### src/rtl/pes_uart_rx_pkg.sv
// Shared UART definitions: default prescaler, sel-indexed rate multipliers and FSM states.
// The matching transmitter imports the same package.
package pes_uart_pkg;

    localparam int unsigned DIV_DEFAULT = 68;

    // Rate multiplier M per sel: 115200 / 38400 / 19200 / 9600 bps
    localparam logic [3:0] RATE_MULT [4] = '{4'd1, 4'd3, 4'd6, 4'd12};

    typedef enum logic [1:0] {
        ST_IDLE,
        ST_START,
        ST_DATA,
        ST_STOP
    } uart_state_t;

    function automatic logic [3:0] rate_mult(input logic [1:0] sel);
        return RATE_MULT[sel];
    endfunction

endpackage

### src/rtl/pes_uart_rx_if.sv
// Received-byte valid/ready channel between the UART receiver and its consumer.
interface pes_uart_rx_if;

    logic [7:0] rx_data;
    logic       rx_valid;
    logic       rx_ready;

    modport master (
        output rx_data,
        output rx_valid,
        input  rx_ready
    );

    modport slave (
        input  rx_data,
        input  rx_valid,
        output rx_ready
    );

endinterface

### src/rtl/pes_uart_rx_tick.sv
// 16x oversample tick generator: prescaler, rate counter and a rate select latched per frame.
// clr restarts both counters so ticks are phase-aligned to the detected start edge.
module pes_uart_tick
    import pes_uart_pkg::*;
#(
    parameter int unsigned DIV = DIV_DEFAULT
) (
    input  logic       clk,
    input  logic       reset,
    input  logic [1:0] sel,
    input  logic       clr,
    output logic       tick
);

    localparam int unsigned     PW       = (DIV > 1) ? $clog2(DIV) : 1;
    localparam logic [PW-1:0]   PRE_LAST = PW'(DIV - 1);

    logic [PW-1:0] r_pre;
    logic [3:0]    r_rate;
    logic [1:0]    r_sel;
    logic [3:0]    w_rate_last;
    logic          w_pre_wrap;
    logic          w_rate_wrap;

    assign w_rate_last = rate_mult(r_sel) - 4'd1;
    assign w_pre_wrap  = (r_pre == PRE_LAST);
    assign w_rate_wrap = (r_rate == w_rate_last);
    assign tick        = w_pre_wrap & w_rate_wrap;

    always_ff @(posedge clk) begin
        if (!reset) begin
            r_pre  <= '0;
            r_rate <= '0;
            r_sel  <= '0;
        end else if (clr) begin
            r_pre  <= '0;
            r_rate <= '0;
            r_sel  <= sel;
        end else if (w_pre_wrap) begin
            r_pre  <= '0;
            r_rate <= w_rate_wrap ? '0 : r_rate + 4'd1;
        end else begin
            r_pre  <= r_pre + 1'b1;
        end
    end

endmodule

### src/rtl/pes_uart_rx.sv
// 8N1 UART receiver: 2-flop synchronizer, 16x oversampling FSM, valid/ready output register
// with one-cycle framing and overrun error pulses.
module pes_uart_rx
    import pes_uart_pkg::*;
#(
    parameter int unsigned DIV = DIV_DEFAULT
) (
    input  logic          clk,
    input  logic          reset,
    input  logic [1:0]    sel,
    input  logic          rxd,
    pes_uart_rx_if.master rx,
    output logic          frame_err,
    output logic          overrun_err,
    output logic          busy
);

    logic        r_sync1;
    logic        r_rxs;
    logic        r_rxs_prev;
    uart_state_t r_state;
    logic [3:0]  r_tcnt;
    logic [2:0]  r_bidx;
    logic [7:0]  r_shift;
    logic [7:0]  r_rx_data;
    logic        r_rx_valid;
    logic        r_frame_err;
    logic        r_overrun_err;
    logic        r_busy;
    logic        w_fall;
    logic        w_clr;
    logic        w_tick;

    assign w_fall = r_rxs_prev & ~r_rxs;
    assign w_clr  = (r_state == ST_IDLE) & w_fall;

    pes_uart_tick #(
        .DIV(DIV)
    ) u_tick (
        .clk  (clk),
        .reset(reset),
        .sel  (sel),
        .clr  (w_clr),
        .tick (w_tick)
    );

    // r_rxs_prev only feeds the falling-edge detector
    always_ff @(posedge clk) begin
        if (!reset) begin
            r_sync1    <= 1'b1;
            r_rxs      <= 1'b1;
            r_rxs_prev <= 1'b1;
        end else begin
            r_sync1    <= rxd;
            r_rxs      <= r_sync1;
            r_rxs_prev <= r_rxs;
        end
    end

    always_ff @(posedge clk) begin
        if (!reset) begin
            r_state       <= ST_IDLE;
            r_tcnt        <= '0;
            r_bidx        <= '0;
            r_shift       <= '0;
            r_rx_data     <= '0;
            r_rx_valid    <= 1'b0;
            r_frame_err   <= 1'b0;
            r_overrun_err <= 1'b0;
            r_busy        <= 1'b0;
        end else begin
            r_frame_err   <= 1'b0;
            r_overrun_err <= 1'b0;
            if (r_rx_valid && rx.rx_ready) begin
                r_rx_valid <= 1'b0;
            end

            unique case (r_state)
                ST_IDLE: begin
                    if (w_fall) begin
                        r_state <= ST_START;
                        r_tcnt  <= '0;
                        r_busy  <= 1'b1;
                    end
                end

                ST_START: begin
                    if (w_tick) begin
                        if (r_tcnt == 4'd7) begin
                            r_tcnt <= '0;
                            r_bidx <= '0;
                            if (!r_rxs) begin
                                r_state <= ST_DATA;
                            end else begin
                                r_state <= ST_IDLE;
                                r_busy  <= 1'b0;
                            end
                        end else begin
                            r_tcnt <= r_tcnt + 4'd1;
                        end
                    end
                end

                ST_DATA: begin
                    if (w_tick) begin
                        if (r_tcnt == 4'd15) begin
                            r_tcnt  <= '0;
                            r_shift <= {r_rxs, r_shift[7:1]};
                            if (r_bidx == 3'd7) begin
                                r_state <= ST_STOP;
                            end else begin
                                r_bidx <= r_bidx + 3'd1;
                            end
                        end else begin
                            r_tcnt <= r_tcnt + 4'd1;
                        end
                    end
                end

                ST_STOP: begin
                    if (w_tick) begin
                        if (r_tcnt == 4'd15) begin
                            r_tcnt  <= '0;
                            r_state <= ST_IDLE;
                            r_busy  <= 1'b0;
                            // A consumer accepting on this same cycle frees the slot: load wins
                            if (!r_rxs) begin
                                r_frame_err <= 1'b1;
                            end else if (r_rx_valid && !rx.rx_ready) begin
                                r_overrun_err <= 1'b1;
                            end else begin
                                r_rx_data  <= r_shift;
                                r_rx_valid <= 1'b1;
                            end
                        end else begin
                            r_tcnt <= r_tcnt + 4'd1;
                        end
                    end
                end

                default: begin
                    r_state <= ST_IDLE;
                    r_busy  <= 1'b0;
                end
            endcase
        end
    end

    assign rx.rx_data  = r_rx_data;
    assign rx.rx_valid = r_rx_valid;
    assign frame_err   = r_frame_err;
    assign overrun_err = r_overrun_err;
    assign busy        = r_busy;

endmodule

### src/flat_wrapper.sv
// flat-port wrapper written by rule: the top's interface ports become plain ports
module pes_uart_rx_flat import pes_uart_pkg::*;
#(
    parameter int unsigned DIV = DIV_DEFAULT
)
  (clk, reset, sel, rxd, frame_err, overrun_err, busy, rx_rx_data, rx_rx_valid, rx_rx_ready);
  pes_uart_rx_if rx_i ();
  input  logic clk;
  input  logic reset;
  input  logic [1:0] sel;
  input  logic rxd;
  output logic frame_err;
  output logic overrun_err;
  output logic busy;
  output wire logic [$bits(rx_i.rx_data)-1:0] rx_rx_data;
  output wire logic [$bits(rx_i.rx_valid)-1:0] rx_rx_valid;
  input wire logic [$bits(rx_i.rx_ready)-1:0] rx_rx_ready;
  assign rx_rx_data = rx_i.rx_data;
  assign rx_rx_valid = rx_i.rx_valid;
  assign rx_i.rx_ready = rx_rx_ready;
  pes_uart_rx #(.DIV(DIV)) u_core (.clk(clk), .reset(reset), .sel(sel), .rxd(rxd), .rx(rx_i), .frame_err(frame_err), .overrun_err(overrun_err), .busy(busy));
endmodule
### config.mk
export PLATFORM = sky130hd
export DESIGN_NAME = pes_uart_rx_flat
export DESIGN_NICKNAME = d
export VERILOG_FILES = /design/src/rtl/pes_uart_rx_pkg.sv /design/src/rtl/pes_uart_rx_if.sv /design/src/rtl/pes_uart_rx_tick.sv /design/src/rtl/pes_uart_rx.sv /design/src/flat_wrapper.sv
export SDC_FILE = /design/constraint.sdc
export NUM_CORES = 1
export LEC_CHECK = 0
export CORE_UTILIZATION = 40
export CTS_CLUSTER_DIAMETER = 100
export CTS_CLUSTER_SIZE = 14
export DETAILED_ROUTE_END_ITERATION = 8
export DONT_BUFFER_PORTS = 1
export PLACE_DENSITY = 0.51
export RECOVER_POWER = 25
export SYNTH_ARGS = -nofsm -noshare
export SYNTH_HDL_FRONTEND = slang
export SYNTH_SLANG_ARGS = --single-unit
### constraint.sdc
create_clock -name clk -period 2.5 [get_ports clk]
set_input_delay 0.375 -clock clk [delete_from_list [all_inputs] [get_ports clk]]
set_output_delay 0.375 -clock clk [all_outputs]
set_load 0.01 [all_outputs]
==> out/qor.yml, run 1 <==
run:
  max_cap_violations: 0
timing:
  post-route-worst-setup-slack_ps: 249
  fin_crit_ps: 2250
  fmax_ghz: 0.444
  worst_hold_slack_ps: 172
  hold_viol_final: 0
  part_of_the_cycle_the_worst_path_needs: 0.900
  fin_setup_tns_ps: 0
  timing.clock.skew_ps: 10.2
  setup_violations: 0
  worst-slew-pin-transition_ps: 452
  timing.max_slew.rel_slack: 0.698
  grt_setup_unrepaired: "no"
  maxSlewViolCount: 0
yosys:
  synth_compound_area_frac: 0.0753
  synth_top_family_by_area: "simple AND/OR/NAND/NOR gates"
  synth_xor_xnor_area_share: 0.0487
  synth-seq-cells: 45
  synth.avg_cell_area_um2: 9.24
  synth_area_in_adders: 0.0443
  synth_nets: 227
  synthesis.area_um2: 1980
  yosysWarnings: 0
  ys_seq_area_frac: 0.456
  muxShareOfSynthArea: 0.101
  syn_inst: 214
  synth_cell_type_count: 40
  synthSimpleGateAreaFrac: 0.249
global_route:
  initial_antenna_violation_count: 0
  grtUsageTotal: 0.166
  grt_overflow_total: 0
  grt_first_pass_wirelength_mm: 6.65
  grt_max_degree: 31
  via_count_of_the_first_global_routing_pass: 1420
worst_setup_path:
  worstReg2RegStart: "u_core.u_tick.r_pre[0]$_SDFF_PP0_"
  critPathKind: "reg -> reg"
  crit_arrival_ps: 2480
  startpoint: "u_core.u_tick.r_pre[0]$_SDFF_PP0_"
  critical_path_peak_fanout: 6
  critPathCaptureType: "flip-flop"
  critical_path_launch_point_type: "flip-flop"
  cp.required_ps: 2730
clock_tree:
  cts_root_buffer: "sky130_fd_sc_hd__clkbuf_8"
  numCtsBuffers: 5
  post_cts_resize_count: 0
  clkSinkCount: 45
  postCtsSetupBuffers: 0
  cts_tree: "done"
  clkSlewWorstSetupHoldPaths_ps: 80
  ctsLongestPathBuffers: 2
  cts_htree_levels: 2
  clock_insertion_delay_worst_skew_ps: 300
  cts.hold.buffers_added: 0
min_path:
  hold_class: "in -> reg"
  min_from: "reset"
finish:
  layout-drive-gt1-share: 0.0968
  fin_util: 0.460
  antenna_cells: 0
  num-fill-cells: 472
  areaGrowthSynthToFinish_pct: 10.6
  fin_nets: 229
route:
  drtAntennaViolNets: 0
  route.vias.total: 1441
  route.detailed.vias_per_inst: 5.07
  remaining_drc_errors: 0
  dr.first_iter.drc_count: 78
  postRouteWirelength_mm: 3.81
  wire_per_inst_um: 13.4
  drt_pass1_iterations: 4
power_and_ir_drop:
  p_leak_nw: 0.956
  pwr_density_cell_nw_per_um2: 648
  power.ir.vdd_worst_uv: 246
floorplan:
  fp.dieW_um: 72.3
  floorplan.initialDensity: 0.416
  die_area_um2: 5230
  coreArea_um2: 4750
  floorplan.rows: 25
  floorplan.io_pins: 18
  die_height_um: 72.3
place:
  dp_hpwl_mm: 2.73
  place.gp.congestion: 0.745
  place_worst_setup_slack_ps: 280
  port_buffers: 0
outcome:
  status: "finished clean"
-- worst paths after layout --
| path | endpoint | slack (ps) | cells after the start |
|---|---|---|---|
| setup / recovery | u_core.r_bidx[0]$_SDFFE_PN0P_ | 250 | 6 |
| setup reg to reg | u_core.r_bidx[0]$_SDFFE_PN0P_ | 250 | 6 |
| hold reg to reg | u_core.r_rxs$_SDFF_PN1_ | 420 | 1 |
| hold / removal | u_core.r_rxs$_SDFF_PN1_ | 170 | 1 |
-- cells in the mapped netlist --
library cell                count  area share
sky130_fd_sc_hd__a32o_1         1      0.0051
sky130_fd_sc_hd__o21bai_1       1      0.0038
sky130_fd_sc_hd__or3_1          2      0.0063
sky130_fd_sc_hd__or4b_2         1      0.0051
sky130_fd_sc_hd__o211ai_1       2      0.0076
sky130_fd_sc_hd__o32ai_1        1      0.0044
sky130_fd_sc_hd__nand3_1       12       0.030
sky130_fd_sc_hd__nand4_1        1      0.0032
sky130_fd_sc_hd__xnor2_1        5       0.022
sky130_fd_sc_hd__nand3_2        2       0.010
sky130_fd_sc_hd__nor3_1         5       0.013
sky130_fd_sc_hd__a31oi_1        2      0.0063
sky130_fd_sc_hd__or4b_1         1      0.0051
sky130_fd_sc_hd__clkbuf_1       7       0.013
sky130_fd_sc_hd__a32oi_1        1      0.0044
sky130_fd_sc_hd__mux2i_1       20        0.10
sky130_fd_sc_hd__or2_2          2      0.0063
sky130_fd_sc_hd__o2bb2ai_1      2      0.0089
sky130_fd_sc_hd__buf_2          1      0.0025
sky130_fd_sc_hd__o21ai_0        2      0.0051
sky130_fd_sc_hd__nor4b_2        1      0.0076
sky130_fd_sc_hd__nand2_1       31       0.059
sky130_fd_sc_hd__a21bo_2        1      0.0051
sky130_fd_sc_hd__and3_2         2      0.0076
sky130_fd_sc_hd__nor2_1        22       0.042
sky130_fd_sc_hd__dfxtp_1       45        0.46
sky130_fd_sc_hd__inv_1          5      0.0095
sky130_fd_sc_hd__a211oi_1       1      0.0038
sky130_fd_sc_hd__and4_1         1      0.0044
sky130_fd_sc_hd__nand2b_1       6       0.019
sky130_fd_sc_hd__xor2_1         6       0.027
sky130_fd_sc_hd__a21o_1         1      0.0038
sky130_fd_sc_hd__a221oi_1       1      0.0044
sky130_fd_sc_hd__and2_1         3      0.0095
sky130_fd_sc_hd__ha_1           7       0.044
sky130_fd_sc_hd__and3_1         3      0.0095
sky130_fd_sc_hd__nand3b_2       1      0.0057
sky130_fd_sc_hd__a311o_1        1      0.0051
sky130_fd_sc_hd__a21oi_1        3      0.0076
sky130_fd_sc_hd__nor2b_1        2      0.0063
-- metal layers --
layer	wire (um)	global-route usage	share of wire
met1	1810	0.217	0.48
met2	1740	0.254	0.46
met3	193	0.0458	0.051
met4	63	0.0763	0.017
met5	0	0	0
-- stage by stage --
step | instances | instance area, um2 | total power [mW]
floorplan | 214 | 1980 | 0.791
global placement | 276 | 2050 | 0.794
detailed placement | 276 | 2050 | 0.795
CTS | 284 | 2190 | 1.44
global route | 284 | 2190 | 1.48
finish | 284 | 2190 | 1.42
-- registers in the layout, indices dropped and copies added (netlist names), named ones only --
name,cells
u_core.r_shift,8
u_core.rx.rx_data,8
u_core.u_tick.r_pre,7
u_core.r_tcnt,4
u_core.u_tick.r_rate,4
u_core.r_bidx,3
u_core.u_tick.r_sel,2
u_core.busy,1
u_core.frame_err,1
u_core.overrun_err,1
u_core.r_rxs,1
u_core.r_rxs_prev,1
u_core.r_state,1
u_core.r_sync1,1
u_core.rx.rx_valid,1
-- layout by cell type, fill, tap and decap left out, drive strengths merged, types with 2 or more instances in the layout --
master	instances
dfxtp	45
nand2	31
nor2	22
mux2i	20
nand3	14
ha	7
nand2b	6
xor2	6
inv	5
xnor2	5
nor3	5
clkbuf	5
and3	5
and2	3
a21oi	3
buf	3
or3	2
nor2b	2
or2	2
o2bb2ai	2
o211ai	2
a31oi	2
o21ai	2
bufinv	2
or4b	2
-- worst max-delay path: stages (launching register included) --
cell                       delay [ps]
sky130_fd_sc_hd__dfxtp_1          380
sky130_fd_sc_hd__ha_1             250
sky130_fd_sc_hd__nor4b_2          290
sky130_fd_sc_hd__nand3b_2         110
sky130_fd_sc_hd__or3_1            470
sky130_fd_sc_hd__or4b_1           530
sky130_fd_sc_hd__a31oi_1          160
-- layout make-up --
class / count / area [um2] / share of cell area
Multi-Input combinational cell: 156 / 1030 / 0.469
Timing Repair Buffer: 3 / 22.5 / 0.0103
Tap cell: 67 / 83.8 / 0.0384
Clock inverter: 3 / 65.1 / 0.0298
Inverter: 5 / 18.8 / 0.00859
Clock buffer: 5 / 68.8 / 0.0315
Sequential cell: 45 / 901 / 0.412
-- logic make-up (layout without fill, tap and decap cells) --
logic type,count (synthesis),in the layout
muxes,20,20
xor gates and xnor gates,11,11
buffers and inverters,13,16
AOI/OAI and AO/OA,20,20
and+or+nand+nor,98,98
DFF,45,45
adders and majority gates,7,7
-- report_power, final --
| group | total (mW) | switching, mW | internal [mW] |
|---|---|---|---|
| sequential | 0.736 | 0.0108 | 0.725 |
| clock | 0.637 | 0.240 | 0.397 |
| combinational | 0.0427 | 0.0235 | 0.0193 |
| total | 1.42 | 0.274 | 1.14 |
Note: power is estimated with default switching activity, not from simulation.
==> inputs of run 2 (changes only) <==
--- a/config.mk
+++ b/config.mk
@@ -6,4 +6,5 @@
 export NUM_CORES = 1
 export LEC_CHECK = 0
+export CORE_MARGIN = 2
 export CORE_UTILIZATION = 40
 export CTS_CLUSTER_DIAMETER = 100
==> constraint.sdc (replaced) <==
create_clock -name clk -period 2.5 [get_ports clk]
set_input_delay 0.375 -clock clk [delete_from_list [all_inputs] [get_ports clk]]
set_output_delay 0.375 -clock clk [all_outputs]
set_load 0.02 [all_outputs]
==> run 2 against run 1 <==
Sequential share of layout area increased by 0.89 points. Sequential power about the same. Wire length increased by 1.8%. Utilization decreased by 0.97 points. Via count increased by 0.97%. Non-clock buffer count unchanged. Largest cell class unchanged. Largest power group unchanged. Highest routed layer unchanged.
==> out/qor.yml, run 2 (synthesis results as in run 1) <==
power_and_ir_drop:
  power.ir.vdd_worst_uv: 230
  p_leak_nw: 0.925
  pwr_density_cell_nw_per_um2: 574
timing:
  fin_setup_tns_ps: 0
  part_of_the_cycle_the_worst_path_needs: 0.922
  hold_viol_final: 0
  timing.clock.skew_ps: 10.9
  worst-slew-pin-transition_ps: 468
  grt_setup_unrepaired: "no"
  maxSlewViolCount: 0
  setup_violations: 0
  timing.max_slew.rel_slack: 0.687
  worst_hold_slack_ps: 170
  fmax_ghz: 0.434
  fin_crit_ps: 2300
route:
  wire_per_inst_um: 13.7
  dr.first_iter.drc_count: 90
  drt_pass1_iterations: 4
  route.detailed.vias_per_inst: 5.12
  max_used_layer: "met4"
  route.vias.total: 1455
  wl_met3_um: 156
  drtAntennaViolNets: 0
  remaining_drc_errors: 0
  postRouteWirelength_mm: 3.88
  drt-met1-wl_mm: 1.94
  met2RoutedLength_mm: 1.73
run:
  max_cap_violations: 0
worst_setup_path:
  critPathCaptureType: "flip-flop"
  cp.required_ps: 2720
  r2r_slack_ps: 200
  crit_chain: "inv_1 -> ha_1 -> xor2_1 -> mux2i_1 -> or3_1 -> or4b_1 -> a31oi_1"
  critical_path_peak_fanout: 6
  worstReg2RegStart: "u_core.u_tick.r_sel[0]$_SDFFE_PN0P_"
  critical_path_launch_point_type: "flip-flop"
  slowest_cell_on_crit_path: "sky130_fd_sc_hd__or4b_1"
  cp_num_buf_inv: 1
  reg2reg_path_depth: 7
  rr_endpoint: "u_core.r_bidx[0]$_SDFFE_PN0P_"
  timing.critical_path.max_delay_family: "simple AND/OR/NAND/NOR gates"
  crit_arrival_ps: 2520
  critPathKind: "reg -> reg"
  worst_path_largest_cell_delay_ps: 530
finish:
  layout-drive-gt1-share: 0.0922
  layout_common_cells: "sky130_fd_sc_hd__dfxtp_1, sky130_fd_sc_hd__nand2_1, sky130_fd_sc_hd__nor2_1, sky130_fd_sc_hd__mux2i_1, sky130_fd_sc_hd__nand3_1"
  antenna_cells: 0
  stdcell_area_um2: 2140
  num-fill-cells: 495
  layout_commonest_cell: "sky130_fd_sc_hd__dfxtp_1"
  final_cells: 284
  areaGrowthSynthToFinish_pct: 8.23
  fin_nets: 229
clock_tree:
  clkSlewWorstSetupHoldPaths_ps: 80
  cts_htree_levels: 2
  post_cts_resize_count: 0
  cts_root_buffer: "sky130_fd_sc_hd__clkbuf_8"
  postCtsSetupBuffers: 0
  numCtsBuffers: 5
  clock_insertion_delay_worst_skew_ps: 300
  clkSinkCount: 45
  cts_tree: "done"
  ctsLongestPathBuffers: 2
  cts.hold.buffers_added: 0
global_route:
  via_count_of_the_first_global_routing_pass: 1417
  grt_first_pass_wirelength_mm: 6.88
  initial_antenna_violation_count: 0
  grtUsageTotal: 0.163
  grt_overflow_total: 0
  grt_max_degree: 31
outcome:
  status: "finished clean"
min_path:
  hold-path-cell-count: 1
  hold_class: "in -> reg"
  worst_hold_path.endpoint: "u_core.r_rxs$_SDFF_PN1_"
  min_from: "reset"
place:
  port_buffers: 0
  dp_cells: 276
  place.gp.congestion: 0.766
  dp_hpwl_mm: 2.75
  post_dp_cell_area_um2: 2050
floorplan:
  die_area_um2: 5520
  coreArea_um2: 4750
  floorplan.rows: 25
  fp.dieW_um: 74.3
  floorplan.initialDensity: 0.416
  floorplan.io_pins: 18
  die_height_um: 74.3
run 2: cell types whose count changed in the layout (fill, tap and decap cells not counted), sizes merged:
cell / previous run / this run
bufinv: 2 / 0
clkbuf: 5 / 6
clkinv: 1 / 0
clkinvlp: 0 / 2
run 2: layer usage:
layer | GRT usage | vias to the layer above
met4 | 0.0615 | 0
met3 | 0.0501 | 4
li1 | - | 741
met1 | 0.224 | 688
met5 | 0 | -
met2 | 0.241 | 22
run 2: report_power, final:
group          internal [mW]  switching, mW
Clock                  0.197          0.251
Sequential             0.725         0.0119
Combinational         0.0190         0.0232
Total                  0.941          0.286
run 2: how the worst max path moves through the flow:
| stage | from | cells after the start | end | slack, ps |
|---|---|---|---|---|
| floorplan | u_core.u_tick.r_pre[0]$_SDFF_PP0_ | 7 | u_core.r_bidx[0]$_SDFFE_PN0P_ | 300 |
| global placement | u_core.u_tick.r_sel[0]$_SDFFE_PN0P_ | 7 | u_core.r_bidx[0]$_SDFFE_PN0P_ | 320 |
| detailed placement | u_core.u_tick.r_sel[0]$_SDFFE_PN0P_ | 7 | u_core.r_bidx[0]$_SDFFE_PN0P_ | 240 |
| CTS | u_core.u_tick.r_sel[0]$_SDFFE_PN0P_ | 7 | u_core.r_bidx[0]$_SDFFE_PN0P_ | 210 |
| global route | u_core.u_tick.r_sel[0]$_SDFFE_PN0P_ | 7 | u_core.r_bidx[0]$_SDFFE_PN0P_ | 20 |
| finish | u_core.u_tick.r_sel[0]$_SDFFE_PN0P_ | 7 | u_core.r_bidx[0]$_SDFFE_PN0P_ | 200 |
run 2: through the flow:
step	utilization	total power [mW]	setup slack [ps]
CTS	0.450	1.24	207
finish	0.450	1.23	196
global placement	0.432	0.795	315
detailed placement	0.432	0.796	238
global route	0.450	1.29	15.9
floorplan	-	0.791	297
run 2: area by class of cell:
cell class | instances | area, um2 | area share
multi-input cells | 156 | 1030 | 0.480
flip-flops and latches | 45 | 901 | 0.421
well taps | 67 | 83.8 | 0.0392
clock buffers | 6 | 72.6 | 0.0339
repair buffers | 3 | 22.5 | 0.0105
inverters | 5 | 18.8 | 0.00877
clock inverters | 2 | 15.0 | 0.00702
==> inputs of run 3 (changes only) <==
Settings changed: PLACE_DENSITY 0.51 to 0.53.
Clock period 2.5 ns to 2.1 ns, I/O delays scaled along.
==> run 3 against run 2 <==
Setup slack lost 190 ps. Via count grew 2.9%. Cell count grew 2.8%. Clock-buffer cell count is the same. Total power grew 30%. Flip-flop and latch count is the same. Register-to-register slack lost 190 ps. Critical path depth is the same. Largest cell class unchanged. Hold slack lost 65 ps. Sequential power grew 19%. Utilization grew 3.3 points. First-iteration DRC count shrank 43%.
==> out/qor.yml, run 3 (synthesis results as in run 1) <==
timing:
  timing.clock.skew_ps: 5.16
  part_of_the_cycle_the_worst_path_needs: 0.996
  hold_viol_final: 0
  fin_crit_ps: 2090
  worst-slew-pin-transition_ps: 589
  timing.max_slew.rel_slack: 0.606
  maxSlewViolCount: 0
  fmax_ghz: 0.478
  fin_setup_tns_ps: 0
  post-route-worst-setup-slack_ps: 7.85
  setup_violations: 0
route:
  remaining_drc_errors: 0
  route.vias.total: 1497
  drt_pass1_iterations: 4
  dr.first_iter.drc_count: 51
  wire_per_inst_um: 13.3
  postRouteWirelength_mm: 3.89
  drtAntennaViolNets: 0
  route.detailed.vias_per_inst: 5.13
global_route:
  via_count_of_the_first_global_routing_pass: 1423
  grt_overflow_total: 0
  grt_max_degree: 31
  grt_first_pass_wirelength_mm: 6.38
  initial_antenna_violation_count: 0
  grtUsageTotal: 0.152
clock_tree:
  cts_htree_levels: 2
  clock_insertion_delay_worst_skew_ps: 290
  clkSlewWorstSetupHoldPaths_ps: 80
  cts_root_buffer: "sky130_fd_sc_hd__clkbuf_8"
  clkSinkCount: 45
  numCtsBuffers: 5
  ctsLongestPathBuffers: 2
  cts_tree: "done"
place:
  place_worst_setup_slack_ps: 60.2
  port_buffers: 0
  dp_hpwl_mm: 2.76
  place.gp.congestion: 0.829
floorplan:
  floorplan.rows: 25
  die_height_um: 74.3
  coreArea_um2: 4750
  die_area_um2: 5520
  floorplan.io_pins: 18
  fp.dieW_um: 74.3
  floorplan.initialDensity: 0.416
finish:
  antenna_cells: 0
  layout_commonest_cell: "sky130_fd_sc_hd__dfxtp_1"
  layout-drive-gt1-share: 0.160
  fin_nets: 237
  layout_common_cells: "sky130_fd_sc_hd__dfxtp_1, sky130_fd_sc_hd__nand2_1, sky130_fd_sc_hd__nor2_1, sky130_fd_sc_hd__mux2i_1, sky130_fd_sc_hd__nand3_1"
  fin_util: 0.483
  areaGrowthSynthToFinish_pct: 16.2
worst_setup_path:
  crit_chain: "inv_2 -> ha_4 -> xor2_2 -> mux2i_2 -> or3_4 -> or4b_1 -> a31oi_1"
  crit_arrival_ps: 2320
  cp.required_ps: 2320
  critPathKind: "reg -> reg"
  slowest_cell_on_crit_path: "sky130_fd_sc_hd__or4b_1"
  critical_path_peak_fanout: 3
  worst_path_largest_cell_delay_ps: 480
  r2r_slack_ps: 8
  critical_path_launch_point_type: "flip-flop"
  critPathCaptureType: "flip-flop"
power_and_ir_drop:
  pwr_density_cell_nw_per_um2: 693
  p_leak_nw: 1.02
  power.ir.vdd_worst_uv: 339
outcome:
  status: "finished clean"
run:
  max_cap_violations: 0
min_path:
  hold_class: "in -> reg"
-- run 3: worst paths after layout --
kind	startpoint	to	cells past startpoint
setup / recovery	u_core.u_tick.r_sel[0]$_SDFFE_PN0P_	u_core.r_bidx[0]$_SDFFE_PN0P_	7
hold / removal	reset	u_core.r_rxs$_SDFF_PN1_	1
setup reg to reg	u_core.u_tick.r_sel[0]$_SDFFE_PN0P_	u_core.r_bidx[0]$_SDFFE_PN0P_	7
hold reg to reg	u_core.r_sync1$_SDFF_PN1_	u_core.r_rxs$_SDFF_PN1_	1
-- run 3: worst max-delay path, delay by kind of cell (launching register included) --
| family | cells | cell delay (ps) |
|---|---|---|
| buffers and inverters | 1 | 50 |
| AND/OR/NAND/NOR | 2 | 880 |
| AO/OA/AOI/OAI | 1 | 170 |
| XOR/XNOR | 1 | 200 |
| multiplexers | 1 | 120 |
| adder cells (fa/ha/maj) | 1 | 260 |
| flip-flops | 1 | 350 |
-- run 3: metrics by stage --
stage / std cells / instance area [um2] / power [mW] / hold WS, ps
after global placement: 280 / 2120 / 0.956 / 393
after CTS: 288 / 2230 / 1.60 / 84.8
after global routing: 292 / 2300 / 1.66 / 86.3
final: 292 / 2300 / 1.59 / 105
after detailed placement: 280 / 2120 / 0.957 / 397
after floorplan: 214 / 2010 / 0.948 / 386
-- run 3: power breakdown --
part           switching [mW]  internal, mW  leakage [nW]  total [mW]
clock                   0.288         0.357        0.0554       0.645
combinational          0.0368        0.0343         0.596      0.0711
sequential             0.0119         0.864         0.365       0.876
-- run 3: layout make-up --
cell class / instances / area [um2]
timing repair buffer: 11 / 78.8
inverter: 5 / 18.8
sequential: 45 / 905
tap: 67 / 83.8
fill: 461 / 2460
multi-input combinational: 156 / 1100
clock buffer: 6 / 72.6
clock inverter: 2 / 38.8
-- run 3: repair_timing --
item / CTS / global route
setup buffers: 0 / 4
endpoints found under the setup margin: 0 / 18
resized for setup: 0 / 7
hold buffers: 0 / 0
-- run 3: layer usage --
metal / part of all wire / vias to the layer above / track usage / routed length [um]
met5: 0 / - / 0 / 0
met4: 0.021 / 0 / 0.0655 / 80
met3: 0.033 / 8 / 0.0434 / 130
met2: 0.48 / 25 / 0.255 / 1880
met1: 0.46 / 710 / 0.182 / 1800
li1: - / 754 / - / -
